<file path="src/rtl/dds_param_scheduler_if.sv">
// Update stream into the DDS parameter scheduler.
// Handshake: a transfer happens on a rising clk edge where s_valid and
// s_ready are both 1. The master holds s_time/s_freq/s_phase/s_sync stable
// while s_valid is 1. s_ready may be 0 at any time. s_ready does not depend
// on s_valid.
//   master : drives s_valid, s_time, s_freq, s_phase, s_sync; reads s_ready
//   slave  : reads the update fields; drives s_ready
interface dds_param_scheduler_if #(
  parameter int TIME_W  = 48,
  parameter int FREQ_W  = 48,
  parameter int PHASE_W = 14
);
  logic               s_valid;
  logic               s_ready;
  logic [TIME_W-1:0]  s_time;
  logic [FREQ_W-1:0]  s_freq;
  logic [PHASE_W-1:0] s_phase;
  logic               s_sync;

  modport master (output s_valid, s_time, s_freq, s_phase, s_sync, input s_ready);
  modport slave  (input  s_valid, s_time, s_freq, s_phase, s_sync, output s_ready);
endinterface

</file>
<file path="src/rtl/dds_param_scheduler.sv">
// Timed parameter queue in front of the DAC-controller phase MAC.
// Buffers timestamped frequency/phase updates, runs the 48-bit timestamp
// counter, and loads the MAC operands when an update's time comes due.
// Ports:
//   clk, reset            clock and synchronous active-high reset
//   start, stop           run-control pulses (IDLE<->RUN)
//   flush                 empties the update FIFO on the next edge
//   s                     update stream (slave side of the interface)
//   timestamp_out         running counter (MAC A)
//   freq_out, phase_out   active frequency / phase (MAC B / C)
//   offset_out            active time offset (MAC D)
//   apply_pulse           1 on the cycle the operands change
//   late_err, clear_err   sticky late-apply flag and its clear
//   fifo_level            occupied FIFO entries
//   state_dbg             FSM state: 0 = IDLE, 1 = RUN
module dds_param_scheduler #(
  parameter int DEPTH   = 16,
  parameter int TIME_W  = 48,
  parameter int FREQ_W  = 48,
  parameter int PHASE_W = 14
) (
  input  logic                      clk,
  input  logic                      reset,
  input  logic                      start,
  input  logic                      stop,
  input  logic                      flush,
  dds_param_scheduler_if.slave      s,
  output logic [TIME_W-1:0]         timestamp_out,
  output logic [FREQ_W-1:0]         freq_out,
  output logic [PHASE_W-1:0]        phase_out,
  output logic [TIME_W-1:0]         offset_out,
  output logic                      apply_pulse,
  output logic                      late_err,
  input  logic                      clear_err,
  output logic [$clog2(DEPTH):0]    fifo_level,
  output logic                      state_dbg
);
  localparam int AW = $clog2(DEPTH);
  localparam int LW = AW + 1;

  typedef enum logic {IDLE = 1'b0, RUN = 1'b1} state_t;

  typedef struct packed {
    logic [TIME_W-1:0]  t;
    logic [FREQ_W-1:0]  f;
    logic [PHASE_W-1:0] p;
    logic               sync;
  } entry_t;

  state_t          state, state_next;
  logic            run;
  entry_t          mem [DEPTH];
  entry_t          head;
  logic [AW-1:0]   wr_ptr, rd_ptr;
  logic [LW-1:0]   count;
  logic            full, empty;
  logic            push, apply, late;

  // ---------------- FSM ----------------
  always_ff @(posedge clk) begin
    if (reset) state <= IDLE;
    else       state <= state_next;
  end

  // start and stop together leave the state unchanged.
  always_comb begin
    state_next = state;
    case (state)
      IDLE:    if (start && !stop) state_next = RUN;
      RUN:     if (stop && !start) state_next = IDLE;
      default: state_next = IDLE;
    endcase
  end

  always_comb begin
    run       = (state == RUN);
    state_dbg = (state == RUN);
  end

  // ---------------- FIFO control ----------------
  assign full    = (count == LW'(DEPTH));
  assign empty   = (count == '0);
  assign s.s_ready = !reset && !full;
  assign head    = mem[rd_ptr];

  // flush wins over both push and apply for the cycle it is asserted.
  always_comb begin
    push  = s.s_valid && s.s_ready && !flush;
    apply = run && !empty && !flush && (head.t <= timestamp_out);
    late  = apply && (head.t < timestamp_out);
  end

  always_ff @(posedge clk) begin
    if (push) mem[wr_ptr] <= '{t: s.s_time, f: s.s_freq, p: s.s_phase, sync: s.s_sync};
  end

  always_ff @(posedge clk) begin
    if (reset || flush) begin
      wr_ptr <= '0;
      rd_ptr <= '0;
      count  <= '0;
    end else begin
      if (push)  wr_ptr <= wr_ptr + AW'(1);
      if (apply) rd_ptr <= rd_ptr + AW'(1);
      case ({push, apply})
        2'b10:   count <= count + LW'(1);
        2'b01:   count <= count - LW'(1);
        default: count <= count;
      endcase
    end
  end

  assign fifo_level = count;

  // ---------------- counter and operands ----------------
  // The operand load shares the edge where the counter leaves the due time,
  // so the MAC first sees A = T+1 with the new operands.
  always_ff @(posedge clk) begin
    if (reset) begin
      timestamp_out <= '0;
      freq_out      <= '0;
      phase_out     <= '0;
      offset_out    <= '0;
      apply_pulse   <= 1'b0;
      late_err      <= 1'b0;
    end else begin
      if (run) timestamp_out <= timestamp_out + TIME_W'(1);
      apply_pulse <= apply;
      if (apply) begin
        freq_out  <= head.f;
        phase_out <= head.p;
        if (head.sync) offset_out <= head.t;
      end
      if (late)           late_err <= 1'b1;
      else if (clear_err) late_err <= 1'b0;
    end
  end
endmodule

</file>
<file path="src/flat_wrapper.sv">
// flat-port wrapper written by rule: the top's interface ports become plain ports
module dds_param_scheduler_flat 
#(
  parameter int DEPTH   = 16,
  parameter int TIME_W  = 48,
  parameter int FREQ_W  = 48,
  parameter int PHASE_W = 14
)
  (clk, reset, start, stop, flush, timestamp_out, freq_out, phase_out, offset_out, apply_pulse, late_err, clear_err, fifo_level, state_dbg, s_s_valid, s_s_time, s_s_freq, s_s_phase, s_s_sync, s_s_ready);
  dds_param_scheduler_if #(.TIME_W(TIME_W), .FREQ_W(FREQ_W), .PHASE_W(PHASE_W)) s_i ();
  input  logic clk;
  input  logic reset;
  input  logic start;
  input  logic stop;
  input  logic flush;
  output logic [TIME_W-1:0] timestamp_out;
  output logic [FREQ_W-1:0] freq_out;
  output logic [PHASE_W-1:0] phase_out;
  output logic [TIME_W-1:0] offset_out;
  output logic apply_pulse;
  output logic late_err;
  input  logic clear_err;
  output logic [$clog2(DEPTH):0] fifo_level;
  output logic state_dbg;
  input wire logic [$bits(s_i.s_valid)-1:0] s_s_valid;
  input wire logic [$bits(s_i.s_time)-1:0] s_s_time;
  input wire logic [$bits(s_i.s_freq)-1:0] s_s_freq;
  input wire logic [$bits(s_i.s_phase)-1:0] s_s_phase;
  input wire logic [$bits(s_i.s_sync)-1:0] s_s_sync;
  output wire logic [$bits(s_i.s_ready)-1:0] s_s_ready;
  assign s_i.s_valid = s_s_valid;
  assign s_i.s_time = s_s_time;
  assign s_i.s_freq = s_s_freq;
  assign s_i.s_phase = s_s_phase;
  assign s_i.s_sync = s_s_sync;
  assign s_s_ready = s_i.s_ready;
  dds_param_scheduler #(.DEPTH(DEPTH), .TIME_W(TIME_W), .FREQ_W(FREQ_W), .PHASE_W(PHASE_W)) u_core (.clk(clk), .reset(reset), .start(start), .stop(stop), .flush(flush), .s(s_i), .timestamp_out(timestamp_out), .freq_out(freq_out), .phase_out(phase_out), .offset_out(offset_out), .apply_pulse(apply_pulse), .late_err(late_err), .clear_err(clear_err), .fifo_level(fifo_level), .state_dbg(state_dbg));
endmodule
</file>
<file path="config.mk">
export PLATFORM = sky130hd
export DESIGN_NAME = dds_param_scheduler_flat
export DESIGN_NICKNAME = d
export VERILOG_FILES = /design/src/rtl/dds_param_scheduler_if.sv /design/src/rtl/dds_param_scheduler.sv /design/src/flat_wrapper.sv
export SDC_FILE = /design/constraint.sdc
export NUM_CORES = 2
export LEC_CHECK = 0
export ABC_AREA = 1
export CAP_MARGIN = 25
export CORE_AREA = 2 2 495 399
export DETAILED_ROUTE_END_ITERATION = 8
export DIE_AREA = 0 0 497 401
export PLACE_DENSITY = 0.58
export SLEW_MARGIN = 20
export SYNTH_ARGS = -nofsm -noshare
export SYNTH_HDL_FRONTEND = slang
export SYNTH_SLANG_ARGS = --single-unit
</file>
<file path="constraint.sdc">
create_clock -name clk -period 21.5 [get_ports clk]
set_input_delay 5.375 -clock clk [delete_from_list [all_inputs] [get_ports clk]]
set_output_delay 5.375 -clock clk [all_outputs]
set_load 0.03 [all_outputs]
</file>
Word-level counts from Yosys, hierarchy flattened
Memories as Yosys holds them, arrays and structs flattened. A register that Yosys moved wholly into a read port is not among the register bits.
Index checks and enable logic that the tools add are counted.
{"block": "word_totals", "reg_bits": 174, "latch_bits": 0, "ram_bits": 1776, "mem_bits_ro": 0, "inputBits": 118, "output_inout_bits": 167, "elab_cells": 52, "n_memories": 1}
{"memory": "u_core.mem", "depth": 16, "width": 111, "rd": 1, "rd_clocked_by_memory_dff": 1, "write_ports": 1, "line": "dds_param_scheduler.sv:52", "rtl": "entry_t mem [DEPTH];"}
{"block": "classes", "n_addsub": 5, "n_mul": 0, "div": 0, "n_lt_le_gt_ge": 2, "eq_ne": 3, "shift": 0, "n_mux": 10, "bitwise": 1, "n_reduce_logical": 20}
{"operator": "$add A48 B1 Y48 const B", "n": 1}
{"operator": "$le A48 B48 Y1", "n": 1}
{"operator": "$lt A48 B48 Y1", "n": 1}
{"operator": "$pmux W5 S2", "n": 1}
{"operator": "$logic_and A1 B1 Y1", "n": 9}
{"operator": "$add A4 B1 Y4 const B", "n": 2}
{"operator": "$mux W4", "n": 2}
{"operator": "$logic_not A1 Y1", "n": 6}
{"operator": "$mux W1", "n": 6}
{"operator": "$add A5 B1 Y5 const B", "n": 1}
{"operator": "$eq A5 B5 Y1 const B", "n": 1}
{"operator": "$logic_not A5 Y1", "n": 1}
{"operator": "$sub A5 B1 Y5 const B", "n": 1}
{"operator": "$reduce_bool A2 Y1", "n": 2}
{"operator": "$eq A2 B1 Y1 const B", "n": 1}
{"operator": "$eq A2 B2 Y1 const B", "n": 1}
{"operator": "$pmux W1 S2", "n": 1}
{"operator": "$reduce_and A2 Y1", "n": 1}
{"operator": "$logic_or A1 B1 Y1", "n": 1}
{"operator": "$not A1 Y1", "n": 1}

Depth between registers and ports, before layout
{"block": "logic_depth", "word_depth": 7, "depth_mapped": 36, "ltp_nobuf": 30}

Worst setup path before layout
OpenSTA, ideal clock, no wires.
{"block": "synth_path", "path_type": "input to output", "from": "input port reset", "to": "output port s_s_ready", "arrival_ns": 6.392, "required_ns": 16.125, "slack_ns": 9.733, "stages": 6, "path_buffers": 3, "path_cell_list": "clkbuf_1 inv_1 clkbuf_1 clkbuf_1 nand2_1 inv_1"}
{"block": "synth_via", "elab_chain_len": 2}
{"item": "start, declared", "line": "flat_wrapper.sv:12", "rtl": "input logic reset;"}
{"item": "$logic_not A1 Y1", "line": "dds_param_scheduler.sv:83", "rtl": "assign s.s_ready = !reset && !full;"}
{"item": "$logic_and A1 B1 Y1", "line": "dds_param_scheduler.sv:83"}
{"item": "end, declared", "line": "flat_wrapper.sv:30", "rtl": "output wire logic [$bits(s_i.s_ready)-1:0] s_s_ready;"}
No other way between the ends.

Final worst setup path
Same ends and word-level chain as after synthesis.

==> metrics.md <==
| Metric | Value |
|---|---|
| Area growth syn-to-layout | `15.2%` |
| Pin count of the biggest net entering global routing | `228` |
| Pwr dens | `87.3 nW/um^2` |
| Critical path launch point | `reset` |
| Highest-delay cell along the critical path | `clkdlybuf4s50_1` |
| Synth Area per Inst | `12.7 sq um` |
| Switching power | `0.00156 W` |
| H-Tree Depth | `4` |
| CP Cell Sequence | `clkdlybuf4s50_1 > buf_4 > inv_4 > nand2_1 > inv_1 > clkdlybuf4s50_1` |
| Leak | `28.7 nW` |
| Switching share of power | `20.0%` |
| Internal power | `0.00622 W` |
| Cell accounting for the most synthesized area | `edfxtp_1` |
| Final hold violations | `0` |
| Most common cell in the synthesized netlist | `edfxtp_1` |
| Max Cap Viol | `0` |
| Wirelength per Cell | `24.1 um` |
| First-pass DRT Iterations | `8` |
| Cell depth of the worst flop-to-flop path | `31` |
| Outcome | `complete, no violations` |
| Fin Setup TNS | `0 ps` |
| RSZ-0062 raised after global routing | `false` |
| R2r setup slk | `13530 ps` |
| Terminus of the critical flop-to-flop path | `u_core.fifo_level[4]` |
| Worst EP required | `16120 ps` |
| Largest stage delay, worst path | `660 ps` |
| Nets@finish | `6390` |
| Worst setup EP type | `output pin` |
| Area post-placement | `82200 sq um` |
| Yosys warnings | `0` |
| CP arrival | `7570 ps` |
| Clock buffer depth | `3` |
| RD Place Congestion | `0.863` |
| Post-synthesis register bit count | `1954` |
| Setup Skew | `39.6 ps` |
| Post-Syn Nets | `6256` |
| Post-CTS sizing | `0` |
| Top cells by area, synth | `edfxtp_1 69%, o21ai_0 6.3%, nor2_1 6.1%, dfxtp_1 4.6%, o221ai_1 2.9%` |
| Slew Limit Fails | `0` |
| Post-synth ARST share | `0%` |
| Maximum VDD drop | `0.0695 mV` |
| Clk sinks | `1954` |
| Worst-path fanout max | `74` |
| Seq pwr share | `53.4%` |
| Die Area | `199000 sq um` |
| Gr ovfl total | `0` |
| Sequential element share of the synthesized area | `73.6%` |
| Initial antenna violation count | `45` |
| Initial Util | `39.8%` |
| Dominant synthesized flop cell | `edfxtp_1` |
| Period utilisation layout | `60.2%` |
| First-pass GRT wire length | `317000 um` |
| Fin crit period | `12940 ps` |
| Filler cell count | `17100` |
| DRC viols | `0` |
| Dpl hpwl | `110000 um` |
| Layout cells sized above 1 | `6.50%` |
| Synth unique cells | `39` |
| Hold buffers post-CTS | `0` |
| Post-synth EDFFs | `1776` |
| Gr usage total | `21.0%` |
| CTS buffer count | `197` |
| Mapped cell area | `77300 sq um` |
| Post-detailed-route count of antenna-violating nets | `0` |
| Vias | `50000` |
| Cell row count | `145` |
| Crit-path most repeated cell | `clkdlybuf4s50_1` |
| Core Box Area | `194000 sq um` |
| I/O pin cnt | `285` |
| WL final | `216000 um` |
| CTS root buf | `clkbuf_16` |
| Vias in the first global route | `47300` |
| Die Height | `401 um` |
| Crit path to | `s_s_ready` |
| Slew headroom | `22.1%` |
| Via-per-instance ratio | `5.58` |
| Worst-Skew Late Latency | `830 ps` |
| Top-area cell type share of the netlist area | `69.0%` |
| Final Power | `0.00777 W` |
| Post-route cell area | `89000 sq um` |
| Die width | `497 um` |
| HP Class | `register to register` |
| Clock power frac | `44.9%` |
| WS Path Type | `input pin to output pin` |
| Worst Tran Pin Value | `1170 ps` |
| CTS tree | `built` |
| Hold_ws | `483 ps` |
| Post-Syn Instances | `6079` |
| I/O Buffers | `284` |
| CP Launch Type | `input pin` |
| CTS clk-pin slew, worst paths | `50 ps` |
| Fmax | `77.3 MHz` |
| Detailed Route Iter0 Violations | `5642` |
| Most frequent cells after synthesis | `1776 x edfxtp_1, 1247 x nor2_1, 976 x o21ai_0` |
| Setup Buffers After CTS | `0` |
| Final setup violation count | `0` |
| Logic pwr share | `1.7%` |
## area by class of cell
cell class	count	area (sq um)	share of cell area [%]
multi-input cells	3546	18000	20.2
inverters	157	634	0.713
clock inverters	107	1130	1.27
diodes	11	27.5	0.0309
flip-flops and latches	1954	56900	63.9
repair buffers	357	3600	4.05
clock buffers	264	5510	6.20
well taps	2572	3220	3.62
## power groups by stage
stage	Clock, W	Combinational (W)	Sequential (W)
2_1_floorplan	0	0.0000383	0.00424
3_3_place_gp	0	0.000129	0.00423
3_5_place_dp	0	0.000132	0.00423
4_1_cts	0.00354	0.000133	0.00415
5_1_grt	0.00369	0.000146	0.00415
6_report	0.00349	0.000133	0.00415
## kinds of logic (layout without fill, tap and decap cells)
family	after synthesis	after routing	share of synthesized area, %
compound gates	1664	1664	12.6
xor+xnor	14	14	0.159
fa+ha+maj	59	59	0.965
buf+inv	579	885	3.30
flops	1954	1954	73.6
other cells	0	11	0
simple gates	1809	1809	9.31
## registers in the layout, summed over array words and instances, names as in the netlist, named ones only
| signal | count |
|---|---|
| u_core.apply_pulse | 1 |
| u_core.fifo_level | 5 |
| u_core.freq_out | 48 |
| u_core.late_err | 1 |
| u_core.mem | 1776 |
| u_core.offset_out | 48 |
| u_core.phase_out | 14 |
| u_core.rd_ptr | 4 |
| u_core.state_dbg | 1 |
| u_core.timestamp_out | 48 |
| u_core.wr_ptr | 4 |
## layout by cell type, fill, tap and decap left out, types with 35 or more instances in the layout
master and n:
buf_4 58, nand2_1 274, o211ai_1 116, clkinv_1 36, o22ai_1 128, inv_1 135, clkbuf_1 39, clkdlybuf4s50_1 284
ha_1 58, nor2_1 1231, clkbuf_16 203, o221ai_1 254, nand3_1 217, dfxtp_1 174, edfxtp_1 1776, o21ai_0 976
clkinv_2 35, o21ai_1 73, a21oi_1 105, nor3_1 43
## worst min-delay path by stage
| stage | start | endpoint | slack, ps | cells past startpoint |
|---|---|---|---|---|
| global placement | u_core.offset_out[6] | u_core.offset_out[6] | 470 | 2 |
| CTS | u_core.offset_out[36] | u_core.offset_out[36] | 490 | 2 |
| finish | u_core.offset_out[27] | u_core.offset_out[27] | 480 | 2 |
| detailed placement | u_core.offset_out[36] | u_core.offset_out[36] | 470 | 2 |
| floorplan | u_core.wr_ptr[2] | u_core.wr_ptr[2] | 480 | 2 |
| global route | u_core.offset_out[47] | u_core.offset_out[47] | 510 | 2 |
## worst max-delay path, delay by kind of cell
family | cells | cell delay (ps)
AND/OR/NAND/NOR | 1 | 150
buffers and inverters | 5 | 2020
## per-layer routing
layer | GRT usage (%) | share of wire (%)
met1 | 30.9 | 45
met2 | 31.9 | 45
met5 | 0 | 0.088
met3 | 4.36 | 8.4
met4 | 5.15 | 1.9
## per-stage QoR
step                cells  utilization [%]  setup WS [ps]
finish               8968             45.8           8560
global route         8963             45.8           8390
CTS                  8954             45.7           8550
detailed placement   8583             42.3           8550
global placement     8582             42.3           8560
floorplan            6079                -           9730
Note: power is estimated with default switching activity, not from simulation.
